File: src/rtl/cbus_arbiter.sv
// cbus_arbiter: shares one cache-bus port among NUM_REQ requesters, one burst at a time.
// Define CBUS_ARB_ROUND_ROBIN_EN for round-robin priority; otherwise lowest valid index wins.

package cbus_pkg;

    typedef enum logic [2:0] {
        MLEN1  = 3'd0,
        MLEN2  = 3'd1,
        MLEN4  = 3'd2,
        MLEN8  = 3'd3,
        MLEN16 = 3'd4
    } cbus_len_t;

    typedef struct packed {
        logic        valid;
        logic        is_write;
        logic [2:0]  size;
        logic [31:0] addr;
        logic [3:0]  strobe;
        logic [31:0] data;
        cbus_len_t   len;
    } cbus_req_t;

    typedef struct packed {
        logic        ready;
        logic        last;
        logic [31:0] data;
    } cbus_resp_t;

endpackage

module cbus_arbiter
    import cbus_pkg::*;
#(
    parameter  int NUM_REQ = 2,
    localparam int IDX_W   = $clog2(NUM_REQ)
) (
    input  logic             clk,
    input  logic             reset,
    input  cbus_req_t        ireqs  [NUM_REQ],
    output cbus_resp_t       iresps [NUM_REQ],
    output cbus_req_t        oreq,
    input  cbus_resp_t       oresp,
    output logic             busy,
    output logic [IDX_W-1:0] grant_idx
);

    typedef enum logic {
        S_IDLE,
        S_BUSY
    } state_t;

    state_t             r_state;
    state_t             w_state_next;
    logic [IDX_W-1:0]   r_sel;
    logic [IDX_W-1:0]   w_sel_next;
    logic [IDX_W-1:0]   r_last_grant;
    logic [IDX_W-1:0]   w_last_grant_next;
    logic [IDX_W-1:0]   w_winner;
    logic [NUM_REQ-1:0] w_valid;
    logic               w_any_valid;

    always_comb begin
        w_valid = '0;
        for (int unsigned i = 0; i < NUM_REQ; i++) begin
            w_valid[i] = ireqs[i].valid;
        end
    end

    assign w_any_valid = |w_valid;

`ifdef CBUS_ARB_ROUND_ROBIN_EN
    // Search starts just after the previous winner and wraps around.
    always_comb begin : rr_pick
        logic        found;
        int unsigned idx;
        found    = 1'b0;
        idx      = 0;
        w_winner = '0;
        for (int unsigned k = 1; k <= NUM_REQ; k++) begin
            idx = (32'(r_last_grant) + k) % 32'(NUM_REQ);
            if (!found && w_valid[IDX_W'(idx)]) begin
                w_winner = IDX_W'(idx);
                found    = 1'b1;
            end
        end
    end
`else
    always_comb begin : fixed_pick
        logic found;
        found    = 1'b0;
        w_winner = '0;
        for (int unsigned i = 0; i < NUM_REQ; i++) begin
            if (!found && w_valid[IDX_W'(i)]) begin
                w_winner = IDX_W'(i);
                found    = 1'b1;
            end
        end
    end
`endif

    always_ff @(posedge clk or posedge reset) begin
        if (reset) begin
            r_state      <= S_IDLE;
            r_sel        <= '0;
            r_last_grant <= IDX_W'(NUM_REQ - 1);
        end else begin
            r_state      <= w_state_next;
            r_sel        <= w_sel_next;
            r_last_grant <= w_last_grant_next;
        end
    end

    always_comb begin
        w_state_next      = r_state;
        w_sel_next        = r_sel;
        w_last_grant_next = r_last_grant;
        oreq              = '0;
        for (int unsigned j = 0; j < NUM_REQ; j++) begin
            iresps[j] = '0;
        end

        unique case (r_state)
            S_IDLE: begin
                if (w_any_valid) begin
                    w_state_next      = S_BUSY;
                    w_sel_next        = w_winner;
                    w_last_grant_next = w_winner;
                end
            end
            S_BUSY: begin
                // Grant is held until the memory beat carrying last, regardless of valid.
                oreq          = ireqs[r_sel];
                iresps[r_sel] = oresp;
                if (oresp.ready && oresp.last) begin
                    w_state_next = S_IDLE;
                end
            end
            default: w_state_next = S_IDLE;
        endcase
    end

    assign busy      = (r_state == S_BUSY);
    assign grant_idx = r_sel;

endmodule

File: config.mk
export PLATFORM = sky130hd
export DESIGN_NAME = cbus_arbiter
export DESIGN_NICKNAME = d
export VERILOG_FILES = /design/src/rtl/cbus_arbiter.sv
export SDC_FILE = /design/constraint.sdc
export NUM_CORES = 1
export LEC_CHECK = 0
export CAP_MARGIN = 10
export CORE_AREA = 2 2 131 133
export CTS_CLUSTER_DIAMETER = 60
export CTS_CLUSTER_SIZE = 24
export DETAILED_ROUTE_END_ITERATION = 12
export DIE_AREA = 0 0 133 135
export GPL_TIMING_DRIVEN = 0
export PLACE_DENSITY = 0.49
export SYNTH_ARGS = -nofsm -noshare
export SYNTH_HDL_FRONTEND = slang
export SYNTH_SLANG_ARGS = --single-unit
File: constraint.sdc
create_clock -name clk -period 1 [get_ports clk]
set_input_delay 0.1 -clock clk [delete_from_list [all_inputs] [get_ports clk]]
set_output_delay 0.1 -clock clk [all_outputs]
set_load 0.005 [all_outputs]
==> results of run 1 <==
[per-stage QoR]
step,setup TNS (ns),total power [mW],worst slack (ns)
global placement,-98.63,5.144,-0.8586
finish,-78.06,7.526,-0.6738
global route,-86.68,7.972,-0.7327
floorplan,-10.59,2.250,-0.1110
detailed placement,-99.99,5.157,-0.8592
CTS,-84.80,6.462,-0.7305
[cell usage after synthesis]
master     number  area share, %
a2bb2oi_1       1           0.48
a31oi_1         1           0.34
and2_1         34             12
and3_1         34             12
buf_12          7            7.7
buf_2           2           0.55
buf_4           3            1.2
buf_6           1           0.62
clkbuf_1        9            1.9
clkbuf_2        6            1.7
dfrtp_1         2            2.8
inv_1           1           0.21
inv_2           1           0.21
mux2i_1        76             42
nor2_1         76             16
nor2b_1         1           0.34
nor2b_4         1           0.76
nor3_1          1           0.28
[worst max-delay path, cell delays in order, from the launching register on]
cell and delay (ns):
dfrtp_1 0.38, buf_6 0.16, clkbuf_16 0.17, clkbuf_16 0.16
buf_6 0.11, mux2i_1 0.12, nor2_1 0.12, buf_2 0.14
[report_power, final]
part / total (mW) / leakage, nW / internal [mW] / switching, mW
sequential: 0.109 / 0.0214 / 0.0949 / 0.0137
clock: 0.592 / 0.0370 / 0.508 / 0.0842
combinational: 6.83 / 3.06 / 4.45 / 2.38
total: 7.53 / 3.12 / 5.05 / 2.48
[layout make-up]
| type | instances | area [µm²] |
|---|---|---|
| Clock buffer | 3 | 75.07 |
| Multi-Input combinational cell | 225 | 1948 |
| Tap cell | 220 | 275.3 |
| Fill cell | 1604 | 9752 |
| Inverter | 2 | 10.01 |
| Buffer | 26 | 376.6 |
| Timing Repair Buffer | 397 | 3919 |
| Sequential cell | 2 | 51.30 |
[logic make-up after synthesis]
logic type / Yosys count
mux: 76
buf+inv: 30
compound gates: 2
simple gates: 147
flops: 2
[registers in the layout (all words and copies together) (netlist names)]
register,count
grant_idx,1
busy,1
[worst paths after layout]
check | startpoint | end | slack [ns] | cells after the start
min in group clk | oresp[33] | busy | 0.57 | 2
setup reg to reg | grant_idx | grant_idx | -0.44 | 7
hold / removal | reset | grant_idx | 0.05 | 2
setup / recovery | grant_idx | oreq[20] | -0.67 | 7
max in group asynchronous | reset | busy | 0.83 | 2
hold reg to reg | busy | grant_idx | 0.80 | 3
[routing by layer]
layer	up-vias	routed length [µm]	global-route usage, %
met4	0	75	1.673
met2	186	8040	27.92
li1	1661	-	-
met1	1568	5423	15.81
met5	-	0	0
met3	4	1169	3.078
[repair_timing]
action                                  CTS  global route
pin swaps                                 8            18
endpoints found under the setup margin  148           147
buffers inserted                         27            28
gates cloned                              6            11
gates resized for setup                 588           213
==> metrics.md, run 1 <==
| Metric | Value |
|---|---|
| Status | finished with violations |
| Failing checks | setup timing |
| Hold Crit Class | input pin to async pin |
| Critical Path End Type | primary output |
| First-pass DRT Iterations | 4 |
| Core box area | 0.01641 mm² |
| Largest net degree at the start of global routing | 11 |
| Max Clock Skew | 0.002074 ns |
| Seq cells post-synth | 2 |
| Max Cap Viol | 0 |
| Crit start category | register |
| Routed WL per cell | 16.81 µm |
| CTS tree | done |
| ANT nets after route | 0 |
| Synthesized cell area | 0.001817 mm² |
| Number of I/O pins | 334 |
| Synth Area in Simple Gates | 40.50% |
| Worst-path clk slew | 0.03 ns |
| WS Path Type | register to primary output |
| P&R area growth vs syn | 266.3% |
| Final GP Congestion | 0.7951 |
| Final setup viols | 148 |
| Post-route cell area | 0.006655 mm² |
| Fraction of layout cells with a size suffix above 1 | roughly half |
| Vias in the first global route | about 3400 |
| Vias per cell | 3.907 |
| Commonest cells after routing, fill and taps aside | clkdlybuf4s50_1, buf_6, nor2_1 |
| Vias | 3419 |
| CTS Root Cell | clkbuf_16 |
| Starting density of the core | 11.07% |
| Crit share post-route | 167.4% |
| All-Layer GR Usage | between 10 and 15% |
| Sequential share of the synthesized area | 2.755% |
| Skew-Pair Late Insertion Delay | 0.22 ns |
| Die Y | 135 µm |
| Worst-case clock buffer depth | 2 |
| Synth warn | 0 |
| Tmin final | 1.674 ns |
| Max-slew headroom | 86.06% |
| First-pass GRT wire length | 20020 µm |
| Peak supply drop | 0.5155 mV |
| WHS | 0.04771 ns |
| Num CTS Buffers | 3 |
| Row Count | 47 |
| DRC violations left | 0 |
| Utilization after layout | 40.56% |
| Final WS setup | -0.6738 ns |
| Arr. time, crit path | 1.57 ns |
| PwrDens | 1131 mW/mm² |
| Global route total overflow | 0 |
| Clk sinks | 2 |
| CP Max Fanout | 6 |
| Die Footprint | about 0.018 mm² |
| Area after DPL | 0.005527 mm² |
| Slew Limit Fails | 0 |
| Non-filler cells, final | roughly 880 |
| Diode count | 0 |
| Worst-Margin Slew | 0.2032 ns |
| Worst Path Required | 0.90 ns |
| FMAX | 597.4 MHz |
| Post-Route WL | 14710 µm |
| Number of DRC markers in iteration 0 | 56 |
| Post-DP HPWL | around 11000 µm |
| Initial antenna violation count | 0 |
| Netlist cell types | 18 |
| Die Wd | 133 µm |
| Main combinational cell family by area after synthesis | multiplexers |
| Commonest non-fill, non-tap cell in the layout | clkdlybuf4s50_1 |
| Mapped Cells | 257 |
| Mean area per synthesized cell | 7.069 µm² |
| Final Hold Fails | 0 |
| Adder-Cell Fraction of Synth Area | 0% |
| Post-synthesis mux area share | 41.87% |
| CTS H-tree lvls | 1 |
| Number of placed instances with taps included | 810 |
| Leak | 3.117 nW |
| Synth Area in Compound Gates | 0.8264% |
| Hold Buf Count CTS | 0 |
| XOR/XNOR share of the synthesized area | 0% |
| Final nets | 845 |
| Synthesized Nets | 445 |
| PortBufs | 333 |
| Unrepaired setup endpoints after global routing | yes |
Power figures use the tool's default switching activity.
==> inputs of run 2 (changes only) <==
Settings changed: CELL_PAD_IN_SITES_DETAIL_PLACEMENT from default to 0, CELL_PAD_IN_SITES_GLOBAL_PLACEMENT from default to 1, CORE_AREA 2 2 131 133 to default, CORE_MARGIN from default to 2, CORE_UTILIZATION from default to 10, DIE_AREA 0 0 133 135 to default, HOLD_SLACK_MARGIN from default to 0.1, PLACE_DENSITY 0.49 to 0.75.
==> run 2 against run 1 <==
Critical path type unchanged. First-iteration DRC count is 64% higher. Die area is 7.3% higher. Highest routed layer unchanged. Hold slack better by 0.51 ns. Setup slack worse by 0.018 ns. The flow still finishes with violations (setup timing). Core utilization is 4.8 points lower.
==> metrics.md, run 2 (synthesized netlist as in run 1, its figures left out) <==
| Metric | Value |
|---|---|
| Crit-path cells | buf_6 -> buf_4 -> nor2b_4 -> buf_6 -> buf_6 -> clkbuf_16 -> and2_4 -> buf_6 |
| CP Max Fanout | 5 (-1) |
| Arr. time, crit path | 1.59 ns (+0.02 ns) |
| Core box area | 0.01790 mm² (+9.1%) |
| Die Wd | 138.8 µm (+4.3%) |
| Most frequent CP cell | buf_6 |
| First-pass GRT wire length | 18260 µm (-8.8%) |
| Switching Power | 2.290 mW (-7.5%) |
| Max Clock Skew | 0.0003901 ns (-0.001684 ns) |
| Hold Crit Class | input pin to register |
| Post-route cell area | 0.006396 mm² (-3.9%) |
| PortBufs | 333 (unchanged) |
| Starting density of the core | 10.15% (-0.92 points) |
| Initial antenna violation count | 0 (unchanged) |
| Worst-case clock buffer depth | 2 (unchanged) |
| Area occupied by multi-input gates | 0.001784 mm² (-8.4%) |
| Non-filler cells, final | 889 (+1.6%) |
| Vias | 3347 (-2.1%) |
| Number of DRC markers in iteration 0 | 92 (+64%) |
| CTS H-tree lvls | 1 (unchanged) |
| Final setup viols | 147 (-0.68%) |
| First-pass DRT Iterations | 4 (unchanged) |
| Slew Limit Fails | 0 (unchanged) |
| Commonest non-fill, non-tap cell in the layout | clkdlybuf4s50_1 |
| Sequential cell area | 51.30 µm² (unchanged) |
| Num CTS Buffers | 3 (unchanged) |
| Vias per cell | 3.765 (-3.6%) |
| Row Count | 49 (+4.3%) |
| Post-Route WL | 13250 µm (-9.9%) |
| Unrepaired setup endpoints after global routing | yes |
| Power share of the clock group | 8.7% (+0.8 points) |
| Final WS setup | -0.6921 ns (-0.01825 ns) |
| Peak supply drop | 0.5049 mV (-2.1%) |
| Largest net degree at the start of global routing | 11 (unchanged) |
| Area after DPL | 0.005538 mm² (+0.20%) |
| Register share of total power | 1.5% (about the same) |
| Crit start category | register |
| Clk sinks | 2 (unchanged) |
| Final GP Congestion | 0.7651 (-3.8%) |
| CTS Root Cell | clkbuf_16 |
| Number of fill cells | 1893 (+18%) |
| Critical Path End Type | primary output |
| DRC violations left | 0 (unchanged) |
| Max incr delay on CP | 0.38 ns (about the same) |
| Number of I/O pins | 334 (unchanged) |
| P&R area growth vs syn | 252.1% |
| Worst-Margin Slew | 0.1732 ns (-0.03002 ns) |
| WS Path Type | register to primary output |
| ANT nets after route | 0 (unchanged) |
| PwrDens | 1090 mW/mm² (-3.7%) |
| Crit share post-route | 169.2% (+1.8 points) |
| Number of placed instances with taps included | 819 (+1.1%) |
| Diode count | 0 (unchanged) |
| Final nets | 850 (+0.59%) |
| Tot Pwr | 6.969 mW (-7.4%) |
| Leak | 3.112 nW (-0.14%) |
| Max-slew headroom | 88.12% (+2.1 points) |
| Combinational power share | 89.8% (-0.9 points) |
| Reg2reg setup slack | -0.18 ns (+0.26 ns) |
| Commonest cells after routing, fill and taps aside | clkdlybuf4s50_1, buf_6, nor2_1 |
| Worst-path clk slew | 0.03 ns (about the same) |
| CP max stage cell | dfrtp_1 |
| Max Cap Viol | 0 (unchanged) |
| CTS tree | done |
| Routed WL per cell | 14.91 µm (-11%) |
| Skew-Pair Late Insertion Delay | 0.22 ns (about the same) |
| Die Footprint | 0.01926 mm² (+7.3%) |
| All-Layer GR Usage | 11.77% (-2.4 points) |
| Final Hold Fails | 0 (unchanged) |
| Fraction of layout cells with a size suffix above 1 | 47.58% (-3.3 points) |
| Status | finished with violations |
| Int Power | 4.679 mW (-7.3%) |
| FMAX | 591.0 MHz (-1.1%) |
| Worst Path Required | 0.90 ns (about the same) |
| Switching share of power | 32.86% (-0.049 points) |
| Vias in the first global route | 3176 (-6.9%) |
| Die Y | 138.8 µm (+2.8%) |
| Failing checks | setup timing |
| Global route total overflow | 0 (unchanged) |
| Tmin final | 1.692 ns (+0.01825 ns) |
| Post-DP HPWL | 10130 µm (-8.0%) |
run 2: cell types whose count changed in the layout (fill, tap and decap cells not counted), sizes merged:
cell	delta
buf	-8
clkbuf	+13
clkdlybuf4s15	-1
dlygate4sd3	+1
run 2: worst paths after layout:
path | startpoint | to | depth (start not counted)
max reg2reg | grant_idx | grant_idx | 5
min | ireqs[151] | grant_idx | 2
max | grant_idx | iresps[64] | 8
min in group asynchronous | reset | busy | 3
min reg2reg | busy | busy | 5
max in group asynchronous | reset | busy | 3
run 2: power groups by stage:
stage               Combinational (mW)  Clock (mW)  Sequential [mW]
finish                            6.26       0.604            0.107
CTS                               5.09       0.608            0.105
detailed placement                5.00           0            0.108
floorplan                         2.14           0            0.106
global route                      6.69       0.616            0.108
global placement                  5.02           0            0.108
run 2: critical path, delay by kind of cell (launching register included):
kind	cells	cell delay (ns)
DFF	1	0.38
and+or+nand+nor	2	0.25
buffers and inverters	6	0.73
run 2: per-stage QoR:
| step | hold WS, ns | setup slack (ns) | setup TNS, ns | util [%] |
|---|---|---|---|---|
| 2_1_floorplan | -0.1588 | -0.1110 | -10.59 | - |
| 3_3_place_gp | 0.3117 | -0.9469 | -105.98 | 30.93 |
| 3_5_place_dp | 0.3082 | -0.9154 | -102.75 | 30.93 |
| 4_1_cts | 0.5087 | -0.8510 | -90.61 | 32.49 |
| 5_1_grt | 0.5701 | -0.7366 | -88.53 | 35.73 |
| 6_report | 0.5542 | -0.6921 | -81.65 | 35.73 |
run 2: metal layers:
metal	part of all wire [%]	track usage, %
met1	41	14.48
met5	0	0
met4	0.70	1.542
met2	51	21.13
met3	7.1	3.108
run 2: final cells by class:
type,instances,share of cell area [%]
Timing Repair Buffer,403,59.80
Multi-Input combinational cell,225,27.90
Buffer,25,5.614
Tap cell,229,4.480
Clock buffer,3,1.174
Sequential cell,2,0.8020
Inverter,2,0.2347
run 2: timing repair:
action,4_1_cts,5_1_grt
setup buffers,15,43
endpoints found under the setup margin,148,147
gates resized for setup,340,361
cloned,2,11
pin swaps,3,18
endpoints found under the hold margin,2,0
hold buffers,1,0
